===== config.mk =====
export PLATFORM = sky130hd
export DESIGN_NAME = keypad_scanner
export DESIGN_NICKNAME = d
export VERILOG_FILES = /design/src/rtl/keypad_scanner.sv
export SDC_FILE = /design/constraint.sdc
export NUM_CORES = 1
export LEC_CHECK = 0
export BUFFER_PORTS_ARGS = -buffer_cell sky130_fd_sc_hd__buf_2
export CORE_MARGIN = 3
export CORE_UTILIZATION = 54
export DETAILED_ROUTE_END_ITERATION = 7
export GPL_TIMING_DRIVEN = 0
export MAX_ROUTING_LAYER = met4
export PLACE_DENSITY = 0.73
export SYNTH_ARGS = -nofsm -noshare
export SYNTH_HDL_FRONTEND = slang
export SYNTH_SLANG_ARGS = --single-unit

===== constraint.sdc =====
create_clock -name clk -period 2 [get_ports clk]
set_input_delay 0.4 -clock clk [delete_from_list [all_inputs] [get_ports clk]]
set_output_delay 0.4 -clock clk [all_outputs]
set_load 0.05 [all_outputs]

===== src/rtl/keypad_scanner.sv =====
// 4x4 matrix keypad scanner: column scan, single-key debounce, press/release
// tracking, and a two-digit hex history for the seven-segment multiplexer.
module keypad_scanner #(
  parameter int SCAN_CYCLES     = 48000,
  parameter int DEBOUNCE_CYCLES = 480000
) (
  input  logic       clk,
  input  logic       reset,
  input  logic [3:0] row_n,
  output logic [3:0] col_n,
  output logic [7:0] digits,
  output logic [3:0] key_code,
  output logic       key_pulse
);

  localparam int SLOT_W = (SCAN_CYCLES > 1) ? $clog2(SCAN_CYCLES) : 1;
  localparam int DEB_W  = (DEBOUNCE_CYCLES > 1) ? $clog2(DEBOUNCE_CYCLES) : 1;
  localparam logic [SLOT_W-1:0] SLOT_LAST = SLOT_W'(SCAN_CYCLES - 1);
  localparam logic [DEB_W-1:0]  DEB_LAST  = DEB_W'(DEBOUNCE_CYCLES - 1);

  typedef enum logic [1:0] {
    SCAN     = 2'd0,
    DEBOUNCE = 2'd1,
    HELD     = 2'd2
  } state_t;

  state_t            state;
  logic [3:0]        rs1_n;
  logic [3:0]        rs_n;
  logic [3:0]        rows;
  logic [SLOT_W-1:0] slot_cnt;
  logic [DEB_W-1:0]  deb_cnt;
  logic [1:0]        lat_row;
  logic [1:0]        lat_col;

  assign rows = ~rs_n;

  // Keypad legend: row r, column c.
  function automatic logic [3:0] key_lookup(input logic [1:0] r, input logic [1:0] c);
    logic [3:0] code;
    code = 4'h0;
    case ({r, c})
      4'b00_00: code = 4'h1;
      4'b00_01: code = 4'h2;
      4'b00_10: code = 4'h3;
      4'b00_11: code = 4'hA;
      4'b01_00: code = 4'h4;
      4'b01_01: code = 4'h5;
      4'b01_10: code = 4'h6;
      4'b01_11: code = 4'hB;
      4'b10_00: code = 4'h7;
      4'b10_01: code = 4'h8;
      4'b10_10: code = 4'h9;
      4'b10_11: code = 4'hC;
      4'b11_00: code = 4'hE;
      4'b11_01: code = 4'h0;
      4'b11_10: code = 4'hF;
      4'b11_11: code = 4'hD;
      default:  code = 4'h0;
    endcase
    return code;
  endfunction

  function automatic logic [1:0] col_index(input logic [3:0] cn);
    logic [1:0] idx;
    idx = 2'd0;
    case (cn)
      4'b1110: idx = 2'd0;
      4'b1101: idx = 2'd1;
      4'b1011: idx = 2'd2;
      4'b0111: idx = 2'd3;
      default: idx = 2'd0;
    endcase
    return idx;
  endfunction

  // Row 0 has the highest priority when several rows are low together.
  function automatic logic [1:0] low_row(input logic [3:0] rw);
    logic [1:0] idx;
    if (rw[0])      idx = 2'd0;
    else if (rw[1]) idx = 2'd1;
    else if (rw[2]) idx = 2'd2;
    else            idx = 2'd3;
    return idx;
  endfunction

  function automatic logic [3:0] row_onehot(input logic [1:0] r);
    return 4'b0001 << r;
  endfunction

  function automatic logic [3:0] rotate(input logic [3:0] cn);
    return {cn[2:0], cn[3]};
  endfunction

  // NOTE: all state, including the synchronizer, uses non-blocking assignments
  // and a synchronous reset so every flop lands on its reset value together.
  always_ff @(posedge clk) begin
    if (reset) begin
      rs1_n     <= 4'b1111;
      rs_n      <= 4'b1111;
      state     <= SCAN;
      col_n     <= 4'b1110;
      slot_cnt  <= '0;
      deb_cnt   <= '0;
      lat_row   <= 2'd0;
      lat_col   <= 2'd0;
      digits    <= 8'h00;
      key_code  <= 4'h0;
      key_pulse <= 1'b0;
    end else begin
      rs1_n     <= row_n;
      rs_n      <= rs1_n;
      key_pulse <= 1'b0;

      case (state)
        SCAN: begin
          // Rows are only looked at on the last slot cycle, which leaves the
          // synchronizer time to settle after a column change.
          if (slot_cnt == SLOT_LAST) begin
            if (rows != 4'b0000) begin
              lat_row <= low_row(rows);
              lat_col <= col_index(col_n);
              deb_cnt <= '0;
              state   <= DEBOUNCE;
            end else begin
              col_n    <= rotate(col_n);
              slot_cnt <= '0;
            end
          end else begin
            slot_cnt <= slot_cnt + SLOT_W'(1);
          end
        end

        DEBOUNCE: begin
          if (rows == row_onehot(lat_row)) begin
            if (deb_cnt == DEB_LAST) begin
              digits    <= {digits[3:0], key_lookup(lat_row, lat_col)};
              key_code  <= key_lookup(lat_row, lat_col);
              key_pulse <= 1'b1;
              deb_cnt   <= '0;
              state     <= HELD;
            end else begin
              deb_cnt <= deb_cnt + DEB_W'(1);
            end
          end else begin
            deb_cnt  <= '0;
            col_n    <= rotate(col_n);
            slot_cnt <= '0;
            state    <= SCAN;
          end
        end

        HELD: begin
          // Any activity on the held column, including extra keys, restarts
          // the release count; nothing new is registered from here.
          if (rows == 4'b0000) begin
            if (deb_cnt == DEB_LAST) begin
              deb_cnt  <= '0;
              col_n    <= rotate(col_n);
              slot_cnt <= '0;
              state    <= SCAN;
            end else begin
              deb_cnt <= deb_cnt + DEB_W'(1);
            end
          end else begin
            deb_cnt <= '0;
          end
        end

        default: begin
          deb_cnt  <= '0;
          slot_cnt <= '0;
          state    <= SCAN;
        end
      endcase
    end
  end

endmodule


==> flow_metrics.py <==
metrics = {
    "run_status": {
        "status": "complete, but fails checks",
        "violations": "negative setup slack",
    },
    "timing": {
        "fin_skew_ns": 0.0109,
        "relSlewSlack": 0.517,
        "tightest_slew_ns": 0.724,
        "tns_ns": -2.47,
        "period_minus_slack_ns": 2.14,
        "slew_viol_final": 0,
        "grt_setup_unrepaired": "yes",
        "final-setup-viol-count": 40,
        "max_freq_ghz": 0.468,
        "period_share": 1.07,
        "fin_ws_ns": -0.137,
        "hold_violations": 0,
    },
    "place": {
        "pre_cts_ws_ns": -0.429,
        "hpwl_um": 4800,
        "dp.cells": 458,
        "place_area_um2": 3440,
        "gp_congestion": 0.900,
        "port_buffers": 21,
    },
    "hold_path": {
        "min_path_type": "in -> reg",
        "hold_end": "rs1_n[3]",
        "min_path_cells": 2,
        "hp-start": "row_n[3]",
    },
    "clock_network": {
        "cts_buffer_depth": 2,
        "clkTransAtPathRegs_ns": 0.07,
        "cts_buffers": 9,
        "cts_sinks": 62,
        "cts_hold_repair.buffers": 0,
        "clkLatencyLatePin_ns": 0.34,
        "htree_levels": 3,
        "cts_root_buf": "clkbuf_8",
        "cts_tree": "done",
    },
    "grt": {
        "use_met3": 0.0387,
        "grt-busiest-layer": "met2",
        "grt_pass1_wl_um": 13500,
        "grt_pass1_vias": 2824,
        "grt_max_degree": 11,
        "grtUsageTotal": 0.242,
        "grt_antenna_before_repair": 0,
        "grt-ovfl-total": 0,
        "grt_util_met2": 0.367,
        "met1_usage": 0.321,
    },
    "floorplan": {
        "rows": 27,
        "start_util": 0.572,
        "die_w_um": 83.3,
        "die_area_um2": 6930,
        "io_pins": 23,
        "die_y_um": 83.3,
        "coreArea_um2": 5640,
    },
    "power_and_ir_drop": {
        "p_per_area_nw_per_um2": 660,
        "peakVddDrop_mv": 0.478,
        "p_leak_nw": 1.58,
        "finalPower_mw": 2.80,
    },
    "drt": {
        "wirelength_um": 8600,
        "drcViolationCount": 0,
        "ant_nets": 0,
        "viasPerCell": 6.10,
        "drtPass1Iterations": 5,
        "drtIter0Drc": 249,
        "routedWlPerCell_um": 16.9,
        "vias": 3099,
    },
    "setup_path": {
        "r2r_cells": 7,
        "r2r_start": "slot_cnt[5]",
        "critPathSlowestCell": "or3_4",
        "cp.arrival_ns": 2.33,
        "cpPeakStageDelay_ns": 0.50,
        "crit_fanout": 5,
        "worstSetupStartpointType": "flop",
        "crit_chain": "nand2_1 -> or3_4 -> o21ai_4 -> buf_6 -> o211ai_1 -> a21oi_1 -> o32ai_2",
        "r2r-end": "slot_cnt[5]",
        "critPathRequiredTime_ns": 2.19,
        "rrSetupSlack_ns": -0.14,
        "cp-end-kind": "flop",
        "worstSetupPathType": "reg -> reg",
    },
    "yosys": {
        "synth_area_per_cell_um2": 8.83,
        "synth_warnings": 0,
        "synth_edf_count": 0,
        "synthXorXnorAreaFrac": 0.0543,
        "synth_cell_type_count": 58,
        "synthSimpleGateAreaFrac": 0.274,
        "muxShareOfSynthArea": 0.0435,
        "synth_top_family_by_area": "simple AND/OR/NAND/NOR gates",
        "synthTopCellsByArea": "dfxtp_1, nor2_1, xor2_1",
        "syn-cell-area_um2": 3220,
        "synth_area_leader_cell": "dfxtp_1",
        "yosysMostFrequentCell": "dfxtp_1",
        "synthFlopType": "dfxtp_1",
        "syn-num-nets": 382,
        "async_flop_share": 0,
        "synth_fa_ha_area_frac": 0.0427,
        "synth_top_area_frac": 0.385,
        "ys_ff_latch": 62,
        "synthTopCellsByCount": "dfxtp_1, nor2_1, nand2_1",
        "synth_compound_area_frac": 0.149,
        "syn_inst": 365,
        "synth_seq_area_share": 0.385,
    },
    "cells_and_area": {
        "fin_area_um2": 4240,
        "final_cells": 508,
        "nets": 448,
        "drive_above_1_share": 0.351,
        "syn_to_final_growth_pct": 31.5,
        "diodes": 0,
    },
    "flow_run": {
        "maxCapViolations": 0,
    },
}
-- layout make-up --
class                           count  area [µm²]
Clock inverter                      3        42.5
Fill cell                         358        1400
Timing Repair Buffer               57         422
Inverter                           12        45.0
Clock buffer                       13         159
Multi-Input combinational cell    270        2060
Sequential cell                    62        1270
Tap cell                           72        90.1
Buffer                             19         150
-- how the worst max path moves through the flow --
stage | endpoint | from | slack (ns) | cells after the start
4_1_cts | slot_cnt[2] | deb_cnt[1] | -0.08 | 8
2_1_floorplan | deb_cnt[14] | slot_cnt[0] | 0.007 | 8
3_3_place_gp | slot_cnt[14] | state[1] | -0.38 | 7
6_report | slot_cnt[5] | slot_cnt[5] | -0.14 | 7
3_5_place_dp | slot_cnt[14] | state[1] | -0.43 | 7
5_1_grt | deb_cnt[15] | slot_cnt[5] | -0.22 | 8
-- worst max-delay path, delay by kind of cell, from the launching register on --
kind | cells | cell delay (ns)
AOI/OAI and AO/OA | 4 | 0.62
buffers and inverters | 1 | 0.17
DFF | 1 | 0.44
and+or+nand+nor | 2 | 0.75
-- repair_timing --
| item | CTS | global route |
|---|---|---|
| gates cloned | 3 | 1 |
| setup endpoints to repair | 52 | 53 |
| pin swaps | 27 | 22 |
| gates resized for setup | 38 | 43 |
| buffers inserted | 26 | 6 |
-- flip-flops by register name, summed over array words and instances (netlist names) --
signal	flops
col_n	4
key_code	4
lat_col	2
slot_cnt	16
lat_row	2
deb_cnt	19
key_pulse	1
digits	4
state	2
rs_n	4
rs1_n	4
-- routing by layer --
metal,up-vias,share of wire
met5,-,0
met4,0,0.030
met3,28,0.078
met2,158,0.46
met1,1465,0.43
li1,1448,-
-- power by group --
| part | leakage, nW | internal [mW] | total [mW] | switching, mW |
|---|---|---|---|---|
| combinational | 0.976 | 0.164 | 0.376 | 0.212 |
| sequential | 0.507 | 1.26 | 1.29 | 0.0305 |
| clock | 0.0996 | 0.643 | 1.13 | 0.487 |
| total | 1.58 | 2.07 | 2.80 | 0.729 |
-- per-stage QoR --
step           hold WS (ns)  utilization
2_1_floorplan         0.389            -
3_3_place_gp          0.393        0.610
3_5_place_dp          0.394        0.610
4_1_cts               0.239        0.710
5_1_grt               0.250        0.751
6_report              0.245        0.751
-- cell usage in the layout, fill, tap and decap left out, drive strengths merged, types with 4 or more instances in the layout --
cell type	n
a21oi	21
a31oi	7
and3	6
buf	67
clkbuf	22
dfxtp	62
ha	11
inv	12
mux2i	14
nand2	26
nand3	22
nand4	18
nor2	46
nor3	6
nor4	4
o211ai	6
o21ai	9
o31ai	4
o32ai	4
or2	9
or4	5
xor2	17
-- kinds of logic (layout without fill, tap and decap cells) --
| kind of cell | Yosys count | after routing |
|---|---|---|
| AND/OR/NAND/NOR | 162 | 162 |
| adder cells (fa/ha/maj) | 11 | 11 |
| multiplexers | 14 | 14 |
| AO/OA/AOI/OAI | 63 | 63 |
| XOR/XNOR | 20 | 20 |
| flip-flops | 62 | 62 |
| buffers and inverters | 33 | 104 |
Power figures use the tool's default switching activity.
